$ cat config.mk
export PLATFORM = sky130hd
export DESIGN_NAME = uart_rx_ctrl
export DESIGN_NICKNAME = d
export VERILOG_FILES = /design/src/rtl/uart_rx_ctrl.sv
export SDC_FILE = /design/constraint.sdc
export NUM_CORES = 1
export LEC_CHECK = 0
export BUFFER_PORTS_ARGS = -buffer_cell sky130_fd_sc_hd__buf_2
export CORE_ASPECT_RATIO = 0.9
export CORE_MARGIN = 3
export CORE_UTILIZATION = 58
export CTS_CLUSTER_SIZE = 28
export DETAILED_ROUTE_END_ITERATION = 7
export GPL_TIMING_DRIVEN = 0
export PLACE_DENSITY = 0.8
export SLEW_MARGIN = 20
export SYNTH_ARGS = -nofsm -noshare
export SYNTH_HDL_FRONTEND = slang
export SYNTH_SLANG_ARGS = --single-unit
$ cat constraint.sdc
create_clock -name clk_i -period 3.3 [get_ports clk_i]
set_clock_uncertainty 0.15 [all_clocks]
set_input_delay 0.66 -clock clk_i [delete_from_list [all_inputs] [get_ports clk_i]]
set_output_delay 0.66 -clock clk_i [all_outputs]
set_load 0.03 [all_outputs]
$ cat src/rtl/uart_rx_ctrl.sv
// UART receive controller: 16x oversample tick generator, start/data/parity/stop
// sequencing and a valid/ready holding register for the received byte.
module uart_rx_ctrl #(
  parameter int DIV_W   = 16,
  parameter int OS_RATE = 16
) (
  input  logic             clk_i,
  input  logic             rst_i,
  input  logic [DIV_W-1:0] divisor_i,
  input  logic             rxd_sync_i,
  input  logic             parity_en_i,
  input  logic             parity_odd_i,
  output logic             sample_en_o,
  output logic [7:0]       rx_data_o,
  output logic             rx_valid_o,
  input  logic             rx_ready_i,
  output logic             parity_err_o,
  output logic             framing_err_o,
  output logic             overrun_o
);

  localparam logic [3:0] OS_LAST = 4'(OS_RATE - 1);
  localparam logic [3:0] OS_MID  = 4'(OS_RATE / 2 - 1);

  typedef enum logic [2:0] {IDLE, START, DATA, PARITY, STOP} state_t;

  state_t           state, state_nxt;
  logic [DIV_W-1:0] tick_cnt;
  logic [3:0]       os_cnt, os_cnt_nxt;
  logic [2:0]       bit_cnt, bit_cnt_nxt;
  logic [7:0]       shift, shift_nxt;
  logic             par_en, par_en_nxt;
  logic             par_odd, par_odd_nxt;
  logic             par_err, par_err_nxt;
  logic             armed, armed_nxt;
  logic             frame_done;
  logic             rx_off;

  function automatic logic parity_mismatch(input logic [7:0] data, input logic bit_in,
                                           input logic odd);
    return ((^data) ^ bit_in) != odd;
  endfunction

  assign rx_off = (divisor_i == '0);

  // Tick generator: sample_en_o is registered so it is 0 straight out of reset.
  always_ff @(posedge clk_i) begin
    if (rst_i || rx_off) begin
      tick_cnt    <= '0;
      sample_en_o <= 1'b0;
    end else if (tick_cnt == '0) begin
      tick_cnt    <= divisor_i - DIV_W'(1);
      sample_en_o <= 1'b1;
    end else begin
      tick_cnt    <= tick_cnt - DIV_W'(1);
      sample_en_o <= 1'b0;
    end
  end

  // Frame sequencer: state register.
  always_ff @(posedge clk_i) begin
    if (rst_i) begin
      state   <= IDLE;
      os_cnt  <= '0;
      bit_cnt <= '0;
      par_en  <= 1'b0;
      par_odd <= 1'b0;
      armed   <= 1'b0;
    end else begin
      state   <= state_nxt;
      os_cnt  <= os_cnt_nxt;
      bit_cnt <= bit_cnt_nxt;
      par_en  <= par_en_nxt;
      par_odd <= par_odd_nxt;
      armed   <= armed_nxt;
    end
  end

  always_ff @(posedge clk_i) begin
    shift   <= shift_nxt;
    par_err <= par_err_nxt;
  end

  always_comb begin
    state_nxt   = state;
    os_cnt_nxt  = os_cnt;
    bit_cnt_nxt = bit_cnt;
    shift_nxt   = shift;
    par_en_nxt  = par_en;
    par_odd_nxt = par_odd;
    par_err_nxt = par_err;
    armed_nxt   = armed;
    frame_done  = 1'b0;
    if (rx_off) begin
      state_nxt = IDLE;
    end else if (sample_en_o) begin
      if (rxd_sync_i) armed_nxt = 1'b1;
      case (state)
        IDLE: begin
          if (!rxd_sync_i && armed) begin
            state_nxt  = START;
            os_cnt_nxt = '0;
          end
        end
        START: begin
          if (os_cnt == OS_MID) begin
            if (rxd_sync_i) begin
              state_nxt = IDLE;
            end else begin
              state_nxt   = DATA;
              os_cnt_nxt  = '0;
              bit_cnt_nxt = '0;
              par_en_nxt  = parity_en_i;
              par_odd_nxt = parity_odd_i;
              par_err_nxt = 1'b0;
            end
          end else begin
            os_cnt_nxt = os_cnt + 4'd1;
          end
        end
        DATA: begin
          if (os_cnt == OS_LAST) begin
            shift_nxt   = {rxd_sync_i, shift[7:1]};
            bit_cnt_nxt = bit_cnt + 3'd1;
            os_cnt_nxt  = '0;
            if (bit_cnt == 3'd7) state_nxt = par_en ? PARITY : STOP;
          end else begin
            os_cnt_nxt = os_cnt + 4'd1;
          end
        end
        PARITY: begin
          if (os_cnt == OS_LAST) begin
            par_err_nxt = parity_mismatch(shift, rxd_sync_i, par_odd);
            os_cnt_nxt  = '0;
            state_nxt   = STOP;
          end else begin
            os_cnt_nxt = os_cnt + 4'd1;
          end
        end
        STOP: begin
          if (os_cnt == OS_LAST) begin
            // Leaving at mid-stop; disarming blocks re-triggering on a held-low break.
            frame_done = 1'b1;
            armed_nxt  = 1'b0;
            os_cnt_nxt = '0;
            state_nxt  = IDLE;
          end else begin
            os_cnt_nxt = os_cnt + 4'd1;
          end
        end
        default: state_nxt = IDLE;
      endcase
    end
  end

  // Holding register: a new load takes priority over the handshake clear.
  always_ff @(posedge clk_i) begin
    if (rst_i) begin
      rx_valid_o    <= 1'b0;
      rx_data_o     <= '0;
      parity_err_o  <= 1'b0;
      framing_err_o <= 1'b0;
      overrun_o     <= 1'b0;
    end else begin
      overrun_o <= 1'b0;
      if (frame_done) begin
        if (!rx_valid_o || rx_ready_i) begin
          rx_data_o     <= shift;
          parity_err_o  <= par_err;
          framing_err_o <= ~rxd_sync_i;
          rx_valid_o    <= 1'b1;
        end else begin
          overrun_o <= 1'b1;
        end
      end else if (rx_valid_o && rx_ready_i) begin
        rx_valid_o <= 1'b0;
      end
    end
  end

endmodule

==> results of run 1 <==
-- routing by layer --
layer,GRT usage [%],wire length (um),vias up
met1,37.6,3260,1266
li1,-,-,1315
met2,39.2,3190,112
met3,4.07,485,9
met5,0,0,-
met4,7.32,63,0
-- worst min-delay path by stage --
stage	endpoint	from	depth (start not counted)	slack, ns
after floorplan	bit_cnt[1]$_SDFFE_PP0P_	bit_cnt[1]$_SDFFE_PP0P_	2	0.31
after global placement	rx_data_o[2]$_SDFFE_PP0P_	rx_data_o[2]$_SDFFE_PP0P_	2	0.31
after detailed placement	rx_data_o[7]$_SDFFE_PP0P_	rx_data_o[7]$_SDFFE_PP0P_	2	0.32
after CTS	rx_data_o[7]$_SDFFE_PP0P_	rx_data_o[7]$_SDFFE_PP0P_	2	0.33
after global routing	parity_err_o$_SDFFE_PP0P_	parity_err_o$_SDFFE_PP0P_	2	0.36
final	rx_data_o[7]$_SDFFE_PP0P_	rx_data_o[7]$_SDFFE_PP0P_	2	0.34
-- cells in the final DEF, fill, tap and decap left out, types with 8 or more instances in the layout --
master	n
nand2_1	12
nor2_1	29
o21ai_0	19
nor3_1	22
buf_2	38
a31oi_1	8
nand3_1	18
dfxtp_1	42
a21oi_1	27
xnor2_1	10
edfxtp_1	9
-- cells by family (layout without fill, tap and decap cells) --
| logic type | count (synthesis) | after routing |
|---|---|---|
| simple gates | 138 | 138 |
| compound gates | 94 | 94 |
| flops | 51 | 51 |
| buf+inv | 18 | 59 |
| xor+xnor | 12 | 12 |
| mux | 7 | 7 |
| fa+ha+maj | 4 | 4 |
-- metrics by stage --
stage	hold WS [ns]	util [%]	instance area [sq um]	power [mW]
global route	0.361	69.7	3230	2.44
CTS	0.333	69.6	3220	2.26
global placement	0.311	67.6	3130	1.87
finish	0.335	69.7	3230	2.29
detailed placement	0.319	67.6	3130	1.90
floorplan	0.306	-	2890	1.67
-- cell type report --
| class | count | area [sq um] | area share [%] |
|---|---|---|---|
| multi-input cells | 255 | 1700 | 52.7 |
| flip-flops and latches | 51 | 1110 | 34.4 |
| repair buffers | 33 | 165 | 5.11 |
| well taps | 62 | 77.6 | 2.40 |
| plain buffers | 15 | 70.1 | 2.17 |
| clock buffers | 5 | 68.8 | 2.13 |
| clock inverters | 3 | 22.5 | 0.697 |
| inverters | 3 | 11.3 | 0.349 |
-- registers in the layout, indices dropped and copies added (netlist names), 3 cells and up --
signal,flops
bit_cnt,3
os_cnt,4
rx_data_o,8
shift,8
state,3
tick_cnt,16
-- synthesized netlist by cell type (3+ instances only) --
master	n	area share, %
nand2b_1	4	0.87
nand4b_1	3	0.91
o21ai_0	19	3.3
nand3_1	18	3.1
ha_1	4	1.7
nand2_1	13	1.7
and2_1	4	0.87
a211o_1	4	1.2
nor4_1	5	1.1
a211oi_1	4	1.0
nor2_1	29	3.8
nor3_1	23	4.0
xnor2_1	10	3.0
clkbuf_1	7	0.91
buf_2	5	0.87
mux2i_1	4	1.4
nor2b_1	4	0.87
a21oi_1	27	4.7
or3_1	3	0.65
inv_1	3	0.39
dfxtp_1	42	29
edfxtp_1	9	9.4
nand4_1	4	0.87
and3_1	7	1.5
a31oi_1	8	1.7
-- worst max-delay path, delay by kind of cell, from the launching register on --
| family | cells | cell delay (ns) |
|---|---|---|
| compound gates | 2 | 0.57 |
| simple gates | 6 | 1.21 |
| mux | 1 | 0.33 |
| flops | 1 | 0.49 |
| fa+ha+maj | 1 | 0.20 |
-- power breakdown --
part	switching [mW]	total, mW	leakage (nW)	internal (mW)
registers	0.118	0.836	0.422	0.718
clock network	0.218	0.371	0.0485	0.152
logic	0.647	1.09	0.720	0.438
total	0.983	2.29	1.19	1.31
==> flow_summary.ini, run 1 <==
[final_layout]
fillers = 389
drive_above_1_share_pct = 21.4
nets = 390
antenna_cells = 0
area_delta_synth_final_pct = 11.8
finalNonFillerCells = 427

[global_route]
grt_overflow_total = 0
grt_max_degree = 18
grt_pass1_vias = 2450
grt_usage_pct = 25.7
antenna_found_initial = 0
grt_pass1_wl_mm = 11.8

[routing]
drtAntennaViolNets = 0
drc_errors = 0
wl_mm = 7.00
vias = 2702
drtIter0Drc = 290
routed_via_density = 6.33
wl_per_cell_um = 16.4
dr.pass1.iters = 5

[synthesis]
synth_top_family_by_area = simple AND/OR/NAND/NOR gates
ys_async_sr_fraction_pct = 0
synth_seq_area_share_pct = 38.5
synth_edf_count = 9
syn_inst = 324
synthAdderAreaFrac_pct = 1.73
synth.area.mux_share_pct = 2.69
synth_cell_type_count = 72
syn-num-nets = 350
syn_area_sq_mm = 0.00289
synth-simple-area-share_pct = 28.0
ys_ff_latch = 51
syn_area_per_cell_sq_um = 8.92
synth-compound-area-share_pct = 22.7
ys.flop_type = dfxtp_1
yosysWarnings = 0
synthXorXnorAreaFrac_pct = 3.64

[worst_setup_path]
cp_cell_sequence = nor3_1, nand2_2, nor2_4, a21oi_1, ha_1, or3b_4, nor3_4, nand2_2, a2111oi_4, mux2_4
arrival_ns = 3.11
rr_endpoint = tick_cnt[12]$_SDFF_PP0_
worstSetupPathType = register to register
reg2reg_depth = 10
required_ns = 3.35
reg2reg_setup_slack_ns = 0.24
cp-start-kind = register
cp_max_fo = 9
endpoint_kind = register
slowest_delay_ns = 0.49
cpMostUsedCell = nand2_2
startpoint = tick_cnt[5]$_SDFF_PP0_
slowest_stage = dfxtp_1
timing.rr.start = tick_cnt[5]$_SDFF_PP0_
worstSetupEndpoint = tick_cnt[12]$_SDFF_PP0_

[placement]
placed_cells = 419
place_hpwl_mm = 5.19
routabilityCongestion = 0.931
dp_slack_ns = 0.176
port_buffers = 33

[clocking]
clk_pin_slew_worst_paths_ns = 0.10
root_buffer = clkbuf_8
cts_buffers = 5
clockBufferDepth = 2
insertion_delay_ns = 0.31
cts_hold_buf = 0
cts.repair.resized = 0
post_cts_buffers = 0
cts_num_sinks = 51
htreeDepth = 2
cts_tree = built

[floorplan]
rows = 23
core-area_sq_mm = 0.00463
fp.dieArea_sq_mm = 0.00587
dieHeight_um = 73.0
start_util_pct = 62.4
design.portCount = 35
fp.dieW_um = 80.4

[sta]
worst_pin_slew_ns = 0.841
layout_setup_ws_ns = 0.243
drv_slew = 0
max_freq_mhz = 327
finalCriticalPeriod_ns = 3.06
finalCritPeriodShare_pct = 92.6
setup_viol = 0
slew_headroom_pct = 43.9
rsz0062_at_grt = false
setup_tns_ns = 0
hold_viol = 0

[job]
cap_violations = 0

[outcome]
outcome = completed

[hold_path]
hold_class = register to register

[pwr]
p_per_area_mw_per_mm2 = 709
p_leak_nw = 1.19
vdd_drop_max_uv = 575
Power figures use the tool's default switching activity.
==> run 2, diff against run 1 <==
--- a/config.mk
+++ b/config.mk
@@ -14,3 +14,3 @@
 export GPL_TIMING_DRIVEN = 0
-export PLACE_DENSITY = 0.8
+export PLACE_DENSITY = 0.86
 export SLEW_MARGIN = 20
==> constraint.sdc (replaced) <==
create_clock -name clk_i -period 3.3 [get_ports clk_i]
set_clock_uncertainty 0.15 [all_clocks]
set_input_delay 0.495 -clock clk_i [delete_from_list [all_inputs] [get_ports clk_i]]
set_output_delay 0.495 -clock clk_i [all_outputs]
set_load 0.03 [all_outputs]
==> run 2 against run 1 <==
Net effect: utilization rose by 0.054 points; global-route usage is 0.61 points higher; die area is the same; highest routed layer unchanged.
==> flow_summary.ini, run 2 (synthesized netlist as in run 1, its figures left out) <==
[outcome]
outcome = completed

[final_layout]
top_register = tick_cnt
antenna_cells = 0
fillers = 370
multi_input_area_sq_mm = 0.00170
nets = 390
largest_reg_flops = 16
reg_top3 = tick_cnt (16), rx_data_o (8), shift (8)
final_core_util_pct = 69.8
drive_above_1_share_pct = 21.4
area_delta_synth_final_pct = 11.9
regArea_sq_mm = 0.00111
layout_commonest_cell = dfxtp_1
final_area_sq_mm = 0.00323
layout_common_cells = 42 x dfxtp_1, 38 x buf_2, 29 x nor2_1

[clocking]
cts_hold_buf = 0
cts_num_sinks = 51
cts_buffers = 5
clk_pin_slew_worst_paths_ns = 0.10
post_cts_buffers = 0
clockBufferDepth = 2
root_buffer = clkbuf_8
cts_tree = built
insertion_delay_ns = 0.31
htreeDepth = 2

[hold_path]
hold_class = primary input to register
hold_start = rxd_sync_i

[pwr]
vdd_drop_max_uv = 543
combPwrFrac_pct = 47.3
power_mw = 2.30
p_per_area_mw_per_mm2 = 712
netSwitchingFraction_pct = 43.0
pwr-share-seq_pct = 36.2
power.net_switching_uw = 990
p_int_mw = 1.31
p_leak_nw = 1.19
pwr-share-clk_pct = 16.5

[sta]
hold_viol = 0
finalCritPeriodShare_pct = 93.3
worst_pin_slew_ns = 0.951
rsz0062_at_grt = false
slew_headroom_pct = 36.6
finalCriticalPeriod_ns = 3.08
setup_viol = 0
layout_setup_ws_ns = 0.220
drv_slew = 0
max_freq_mhz = 325
setup_tns_ns = 0

[worst_setup_path]
cp_max_fo = 9
slowest_delay_ns = 0.49
critical_path_buf_inv_count = 0
endpoint_kind = register
timing.rr.start = tick_cnt[5]$_SDFF_PP0_
cp_cell_sequence = nor3_1, nand2_2, nor2_4, a21oi_1, ha_1, or3b_4, nor3_4, nand2_2, a2111oi_4, mux2_4
required_ns = 3.35
arrival_ns = 3.13
cp_top_family = simple AND/OR/NAND/NOR gates
startpoint = tick_cnt[5]$_SDFF_PP0_
cp-start-kind = register
cpMostUsedCell = nand2_2
worstSetupPathType = register to register
slowest_stage = dfxtp_1

[global_route]
grt_usage_pct = 26.3
grt_pass1_vias = 2578
grt_max_degree = 19
grt_overflow_total = 0
antenna_found_initial = 0
grt_pass1_wl_mm = 12.3

[routing]
wl_per_cell_um = 16.7
wl_mm = 7.14
drc_errors = 0
vias = 2756
drtIter0Drc = 280
dr.pass1.iters = 5
routed_via_density = 6.45
drtAntennaViolNets = 0

[job]
cap_violations = 0

[placement]
place_hpwl_mm = 5.23
placedInstanceArea_sq_mm = 0.00313
port_buffers = 33
routabilityCongestion = 0.915
dp_slack_ns = 0.111

[floorplan]
start_util_pct = 62.4
dieHeight_um = 73.0
rows = 23
fp.dieW_um = 80.4
fp.dieArea_sq_mm = 0.00587
core-area_sq_mm = 0.00463
design.portCount = 35
-- run 2: power groups by stage --
stage | clock, mW | combinational, mW | sequential [mW]
5_1_grt | 0.412 | 1.18 | 0.846
2_1_floorplan | 0 | 0.840 | 0.825
3_5_place_dp | 0 | 1.06 | 0.844
4_1_cts | 0.388 | 1.06 | 0.830
3_3_place_gp | 0 | 1.02 | 0.844
6_report | 0.380 | 1.09 | 0.834
-- run 2: path summary, 6_finish.rpt --
check / endpoint / slack [ns] / cells past startpoint
max: tick_cnt[12]$_SDFF_PP0_ / 0.22 / 10
max reg2reg: tick_cnt[12]$_SDFF_PP0_ / 0.22 / 10
min reg2reg: rx_data_o[0]$_SDFFE_PP0P_ / 0.33 / 2
min: shift[7]$_DFFE_PP_ / 0.22 / 1
-- run 2: per-stage QoR --
stage,hold slack (ns),instances
after detailed placement,0.315,419
after CTS,0.217,427
after global placement,0.312,419
after floorplan,0.306,324
after global routing,0.208,427
final,0.221,427
-- run 2: area by class of cell --
| type | count | share of cell area (%) |
|---|---|---|
| clock buffer | 5 | 2.13 |
| inverter | 3 | 0.348 |
| clock inverter | 3 | 0.774 |
| sequential | 51 | 34.4 |
| buffer | 15 | 2.17 |
| timing repair buffer | 33 | 5.11 |
| tap | 62 | 2.40 |
| multi-input combinational | 255 | 52.7 |
-- run 2: timing repair --
action                     4_1_cts  5_1_grt
setup endpoints to repair        0        1
resized for setup                0        1
hold endpoints to repair         0        0
-- run 2: worst register-to-register path, cell delays in order, from the launching register on --
cell and delay, ns:
dfxtp_1 0.49, nor3_1 0.16, nand2_2 0.19, nor2_4 0.11, a21oi_1 0.21, ha_1 0.22, or3b_4 0.42, nor3_4 0.16
nand2_2 0.14, a2111oi_4 0.39, mux2_4 0.33
-- run 2: metal layers --
metal / part of all wire, % / GRT usage [%]
met1: 43 / 36.2
met2: 49 / 43.1
met4: 1.3 / 6.57
met5: 0 / 0
met3: 6.8 / 4.44
